**src/rtl/alu_pkg.sv**
```systemverilog
// Shared encodings for the bit-serial ALU: operation codes and sequencer states.
package alu_pkg;

  typedef enum logic [1:0] {
    OP_AND = 2'b00,
    OP_OR  = 2'b01,
    OP_ADD = 2'b10,
    OP_SLT = 2'b11
  } op_e;

  typedef enum logic [1:0] {
    IDLE = 2'b00,
    RUN  = 2'b01,
    DONE = 2'b10
  } state_e;

endpackage

```
**src/rtl/one_bit_ALU.sv**
```systemverilog
// One-bit ALU slice: AND/OR/full-add of a and (b ^ binvert), plus ripple carry.
// Purely combinational; SLT yields the sum bit and is resolved by the sequencer.
module one_bit_ALU
  import alu_pkg::*;
(
  input  logic a,
  input  logic b,
  input  logic binvert,
  input  logic carry_in,
  input  op_e  operation,
  output logic result,
  output logic carry_out
);

  logic b_eff;
  logic sum;

  assign b_eff     = b ^ binvert;
  assign sum       = a ^ b_eff ^ carry_in;
  assign carry_out = (a & b_eff) | (a & carry_in) | (b_eff & carry_in);

  always_comb begin
    result = sum;
    case (operation)
      OP_AND:  result = a & b_eff;
      OP_OR:   result = a | b_eff;
      default: result = sum;
    endcase
  end

endmodule

```
**src/rtl/serial_alu_seq.sv**
```systemverilog
// Bit-serial ALU: one slice reused LSB-first for WIDTH cycles; result valid WIDTH+1 cycles after accept.
// Single request in flight; result and flags held in DONE until res_ready, start_ready low while busy.
module serial_alu_seq
  import alu_pkg::*;
#(
  parameter int WIDTH = 8
) (
  input  logic             clk,
  input  logic             rst,
  input  logic             start_valid,
  output logic             start_ready,
  input  logic [WIDTH-1:0] a,
  input  logic [WIDTH-1:0] b,
  input  logic             binvert,
  input  logic [1:0]       operation,
  output logic [WIDTH-1:0] result,
  output logic             carry_out,
  output logic             overflow,
  output logic             zero,
  output logic             res_valid,
  input  logic             res_ready
);

  localparam int CNT_W = $clog2(WIDTH + 1);

  state_e             state_q, state_d;
  logic [WIDTH-1:0]   a_q, a_d;
  logic [WIDTH-1:0]   b_q, b_d;
  logic               binv_q, binv_d;
  op_e                op_q, op_d;
  logic               carry_q, carry_d;
  logic [CNT_W-1:0]   cnt_q, cnt_d;
  logic [WIDTH-1:0]   result_q, result_d;
  logic               carry_out_q, carry_out_d;
  logic               overflow_q, overflow_d;

  logic slice_res;
  logic slice_cout;
  logic last_bit;

  // Operands are shifted right each RUN cycle so the slice always sees bit 0.
  one_bit_ALU u_slice (
    .a         (a_q[0]),
    .b         (b_q[0]),
    .binvert   (binv_q),
    .carry_in  (carry_q),
    .operation (op_q),
    .result    (slice_res),
    .carry_out (slice_cout)
  );

  assign last_bit = (cnt_q == CNT_W'(WIDTH - 1));

  always_comb begin
    state_d     = state_q;
    a_d         = a_q;
    b_d         = b_q;
    binv_d      = binv_q;
    op_d        = op_q;
    carry_d     = carry_q;
    cnt_d       = cnt_q;
    result_d    = result_q;
    carry_out_d = carry_out_q;
    overflow_d  = overflow_q;
    start_ready = 1'b0;
    res_valid   = 1'b0;

    case (state_q)
      IDLE: begin
        start_ready = 1'b1;
        if (start_valid) begin
          a_d     = a;
          b_d     = b;
          binv_d  = binvert;
          op_d    = op_e'(operation);
          carry_d = binvert;
          cnt_d   = '0;
          state_d = RUN;
        end
      end
      RUN: begin
        a_d             = a_q >> 1;
        b_d             = b_q >> 1;
        carry_d         = slice_cout;
        cnt_d           = cnt_q + CNT_W'(1);
        result_d        = result_q >> 1;
        result_d[WIDTH-1] = slice_res;
        if (last_bit) begin
          // carry_q is the carry into the MSB slice here.
          carry_out_d = slice_cout;
          overflow_d  = carry_q ^ slice_cout;
          if (op_q == OP_SLT) begin
            result_d    = '0;
            result_d[0] = slice_res ^ carry_q ^ slice_cout;
          end
          state_d = DONE;
        end
      end
      DONE: begin
        res_valid = 1'b1;
        if (res_ready) state_d = IDLE;
      end
      default: state_d = IDLE;
    endcase
  end

  always_ff @(posedge clk or posedge rst) begin
    if (rst) begin
      state_q     <= IDLE;
      a_q         <= '0;
      b_q         <= '0;
      binv_q      <= 1'b0;
      op_q        <= OP_AND;
      carry_q     <= 1'b0;
      cnt_q       <= '0;
      result_q    <= '0;
      carry_out_q <= 1'b0;
      overflow_q  <= 1'b0;
    end else begin
      state_q     <= state_d;
      a_q         <= a_d;
      b_q         <= b_d;
      binv_q      <= binv_d;
      op_q        <= op_d;
      carry_q     <= carry_d;
      cnt_q       <= cnt_d;
      result_q    <= result_d;
      carry_out_q <= carry_out_d;
      overflow_q  <= overflow_d;
    end
  end

  assign result    = result_q;
  assign carry_out = carry_out_q;
  assign overflow  = overflow_q;
  assign zero      = (result_q == '0);

endmodule

```
**config.mk**
```make
export PLATFORM = sky130hd
export DESIGN_NAME = serial_alu_seq
export DESIGN_NICKNAME = d
export VERILOG_FILES = /design/src/rtl/alu_pkg.sv /design/src/rtl/one_bit_ALU.sv /design/src/rtl/serial_alu_seq.sv
export SDC_FILE = /design/constraint.sdc
export NUM_CORES = 1
export LEC_CHECK = 0
export CORE_MARGIN = 4
export CORE_UTILIZATION = 54
export CTS_CLUSTER_DIAMETER = 200
export DETAILED_ROUTE_END_ITERATION = 6
export GPL_TIMING_DRIVEN = 0
export PLACE_DENSITY = 0.84
export SLEW_MARGIN = 20
export SYNTH_ARGS = -nofsm -noshare
export SYNTH_HDL_FRONTEND = slang
export SYNTH_SLANG_ARGS = --single-unit
```
**constraint.sdc**
```tcl
create_clock -name clk -period 3.14 [get_ports clk]
set_clock_uncertainty 0.15 [all_clocks]
set_input_delay 0.628 -clock clk [delete_from_list [all_inputs] [get_ports clk]]
set_output_delay 0.628 -clock clk [all_outputs]
set_load 0.005 [all_outputs]
```
; Word-level counts from Yosys, hierarchy flattened
; Cells that the tools add are included.
[totals]
reg_bits = 36
inputBits = 23
out_inout_bits = 13
word_cells = 56
[op_classes]
add_sub_neg = 1
eq_ne = 8
mux = 17
n_bitwise = 12
n_reduce_logical = 8
[ops]
columns = cell, n
row1 = 2-to-1 mux 8 bit, 4
row2 = case mux 8 bit (2 select lines), 2
row3 = logical NOT 8 bit, 1
row4 = case mux 4 bit (2 select lines), 1
row5 = 2-to-1 mux 2 bit, 3
row6 = "!= test 2 bit, second input constant", 3
row7 = case mux 2 bit (3 select lines), 1
row8 = AND reduction 2 bit, 3
row9 = XOR 1 bit, 6
row10 = "adder 4 x 1 -> 4 bit, second input constant", 1
row11 = "== test 2 x 1 -> 1 bit, second input constant", 2
row12 = "== test 2 bit, second input constant", 2
row13 = "== test 4 x 3 -> 1 bit, second input constant", 1
row14 = logical NOT 2 bit, 2
row15 = 2-to-1 mux 4 bit, 1
row16 = case mux 1 bit (2 select lines), 2
row17 = AND 1 bit, 3
row18 = 2-to-1 mux 1 bit, 3
row19 = OR 1 bit, 3
row20 = AND reduction 3 bit, 1
row21 = nonzero test 2 bit, 1

; Longest topological paths before layout
[depth]
depth_word = 8
depth_mapped = 7
depth_no_buf = 7

; Hierarchy
; Synthesis repeated with hierarchy kept, for this count alone.
[unflattened]
hier_cells = 171
area_unflattened_um2 = 1764.2
[by_module_without_submodules]
columns = module, instances, cells_each, area_per_inst_um2, seq_area_each_um2
row1 = serial_alu_seq, 1, 159, 1670.4, 900.9
row2 = one_bit_ALU, 1, 12, 93.8, 0.0

; Worst setup path before layout
; OpenSTA, ideal clock, no wires.
[synth_timing]
path_kind = register to output
startpoint = register result_q[4] (netlist: result[4])
endpoint = output zero
t_arrival_ns = 1.029
required_ns = 2.362
slack_ns = 1.333
stages_incl_launch_ff = 3
path_buffers = 0
cell_sequence = dfrtp_1 or4_1 nor2_1
[synth_between]
elab_chain_cells = 1
[synth_lines]
columns = item, line_no
row1 = "start, declared", serial_alu_seq.sv:33  ; logic [WIDTH-1:0] result_q, result_d;
row2 = "start signal, assigned", serial_alu_seq.sv:127  ; result_q <= result_d;
row3 = logical NOT 8 bit, serial_alu_seq.sv:136  ; assign zero = (result_q == '0);
row4 = "end, declared", serial_alu_seq.sv:19  ; output logic zero,
; Every way passes these cells.

; Final worst setup path
; Same ends and word-level chain as after synthesis.

==> impl_metrics.tcl <==
set metrics [dict create \
    worstHoldPathCells 2 \
    num_rows 20 \
    hold_violations 0 \
    synth_top_cell_by_area "dfrtp_1" \
    grt_usage_pct 18.7 \
    fp.coreArea_um2 3080 \
    worst_hold_path_type "register to register" \
    r2r_start "b_q[0]" \
    final.min_clock_period_ps 2660 \
    grt_pass1_vias 1323 \
    post_cts_resized 0 \
    timing.final.ws_setup_ps 480 \
    crit_chain "or4_1 -> nor2_1 -> clkdlybuf4s50_1" \
    reg2reg_slack_ps 1190 \
    finalSetupViolations 0 \
    holdPathEnd "overflow" \
    syn_area_per_cell_um2 10.1 \
    cts_setup_buffers 0 \
    vias 1347 \
    synth_area_um2 1740 \
    leakage_uw 0.000961 \
    tritoncts "done" \
    numClockSinks 36 \
    rr_endpoint "result[0]" \
    num_antenna_cells 0 \
    cts_buffers 5 \
    fin_crit_sh_pct 84.7 \
    ys_top_cells_by_area "dfrtp_1, nand2_1, mux2i_1, o21ai_0, o21ai_1" \
    ioPinCount 36 \
    drv_slew 0 \
    areaGrowthSynthToFinish_pct 27.7 \
    arrival_ps 1880 \
    cp.required_ps 2360 \
    run_status "finished, final reports clean" \
    grt_first_pass_wirelength_mm 5.94 \
    die-area_um2 4200 \
    path_buf_inv 1 \
    endpoint_kind "output pin" \
    firstDrtPassIters 4 \
    fmax_mhz 376 \
    yosysSeqAreaShare_pct 51.7 \
    final_cell_mix "nand2_1, dfrtp_1, clkdlybuf4s50_1, o21ai_0, mux2i_1" \
    cts_max_level 2 \
    critPathLaunchType "register" \
    tightest_slew_ps 728 \
    fill_cells 237 \
    mostFrequentLayoutCell "nand2_1" \
    cts_hold_buf 0 \
    syn_nets 199 \
    start_util_pct 56.6 \
    multi_input_area_um2 732 \
    min_from "overflow" \
    seq_area_um2 901 \
    yosysTopAreaCellShare_pct 51.7 \
    cap_violations 0 \
    worstSetupPathType "register to output pin" \
    fin_setup_tns_ps 0 \
    dieWidth_um 64.8 \
    synth_warnings 0 \
    root_buffer "clkbuf_4" \
    die_h_um 64.8 \
    grt_overflow_total 0 \
    drt-vias-per-instance 5.20 \
    clk_pin_slew_ps 100 \
    drive_gt1_share_pct 10.2 \
    drt_wl_total_mm 3.46 \
    wl_per_cell_um 13.4 \
    ys_ff_latch 36 \
    dp_hpwl_mm 2.60 \
    netlist_instances 172 \
    crit_slowest_cell "or4_1" \
    clkLatencyLatePin_ps 350 \
    antenna_found_initial 0 \
    cts_max_path_buffers 2 \
    cpPeakStageDelay_ps 530 \
    portBuffers 35 \
    grt_max_degree 37 \
    rsz0062_at_grt "no" \
    fin_util_pct 72.2 \
    r2r_cells 6 \
    place_congestion 0.842 \
    pwr_density_cell_nw_per_um2 885 \
    path_max_fanout 4 \
    pre_cts_slack_ps 844 \
    synth_cell_types 32 \
    final_nets 241 \
    ant_nets 0 \
    first_iter_violations 93 \
    vdd_drop_max_mv 0.496 \
    drc 0 \
    slew_headroom_pct 51.4 \
    crit_family "simple AND/OR/NAND/NOR gates" \
]
==> metal layers <==
metal / track usage [%] / routed length (um) / up-vias
li1: - / - / 658
met1: 21.4 / 1460 / 658
met2: 32.4 / 1800 / 23
met3: 5.37 / 141 / 8
met4: 7.92 / 58 / 0
met5: 0 / 0 / -
==> worst min-delay path, cell delays in order (launching register included) <==
cell and delay [ps]:
dfrtp_1 350, nand2_1 40, o21ai_0 60
==> how the worst max path moves through the flow <==
stage,slack (ps),end,startpoint,depth (start not counted)
after floorplan,1330,zero,result[4],2
after global routing,350,zero,result[4],3
after global placement,800,op_q[0],rst,2
after CTS,460,zero,result[4],3
after detailed placement,840,zero,result[4],3
final,480,zero,result[4],3
==> Yosys cell counts <==
master / n
buf_6: 3
ha_1: 3
and3b_1: 1
o31ai_2: 1
fa_1: 1
o211ai_1: 1
buf_2: 2
mux2i_1: 13
xor2_1: 3
and3_1: 1
inv_1: 6
o21ai_1: 10
and2b_4: 1
nand3_1: 1
a21oi_1: 1
nor2b_1: 2
xnor2_1: 1
nand2_1: 42
or4_1: 2
nand2b_1: 3
o22ai_1: 1
buf_4: 2
dfrtp_1: 36
o21ai_0: 21
o21bai_1: 1
nor3b_2: 1
o31ai_4: 1
clkbuf_1: 2
a31oi_1: 1
mux2_2: 2
nor2_1: 5
buf_12: 1
==> sequential cells by signal, indices dropped and copies added (netlist names) <==
name and count:
b_q 8, binv_q 1, a_q 8, state_q 2
overflow 1, result 8, cnt_q 4, carry_out 1
carry_q 1, op_q 2
==> through the flow <==
step	total power, uW	hold WS (ps)	instances	area [um^2]
6_report	1970	340	259	2220
5_1_grt	2130	373	259	2220
2_1_floorplan	1350	299	172	1740
4_1_cts	1980	344	259	2220
3_3_place_gp	1610	317	251	2150
3_5_place_dp	1670	320	251	2150
==> report_power, final <==
part	switching [uW]	leakage (uW)	internal (uW)	total, uW
clock	152	0.0000422	167	319
combinational	434	0.000455	444	878
sequential	133	0.000464	639	771
total	719	0.000961	1250	1970
==> layout make-up <==
class	count	share of cell area, %
sequential	36	40.5
clock inverter	2	1.58
timing repair buffer	35	15.8
multi-input combinational	120	32.9
clock buffer	6	1.86
tap	44	2.48
inverter	6	1.01
buffer	10	3.88
==> cells by family after synthesis <==
family          after synthesis  synth area share [%]
buf+inv                      16                  6.25
flops                        36                  51.7
mux                          15                  8.76
fa+ha+maj                     4                  3.30
compound gates               38                  12.7
xor+xnor                      4                  2.01
simple gates                 59                  15.2
No activity file was read; power rests on OpenSTA's default activity.
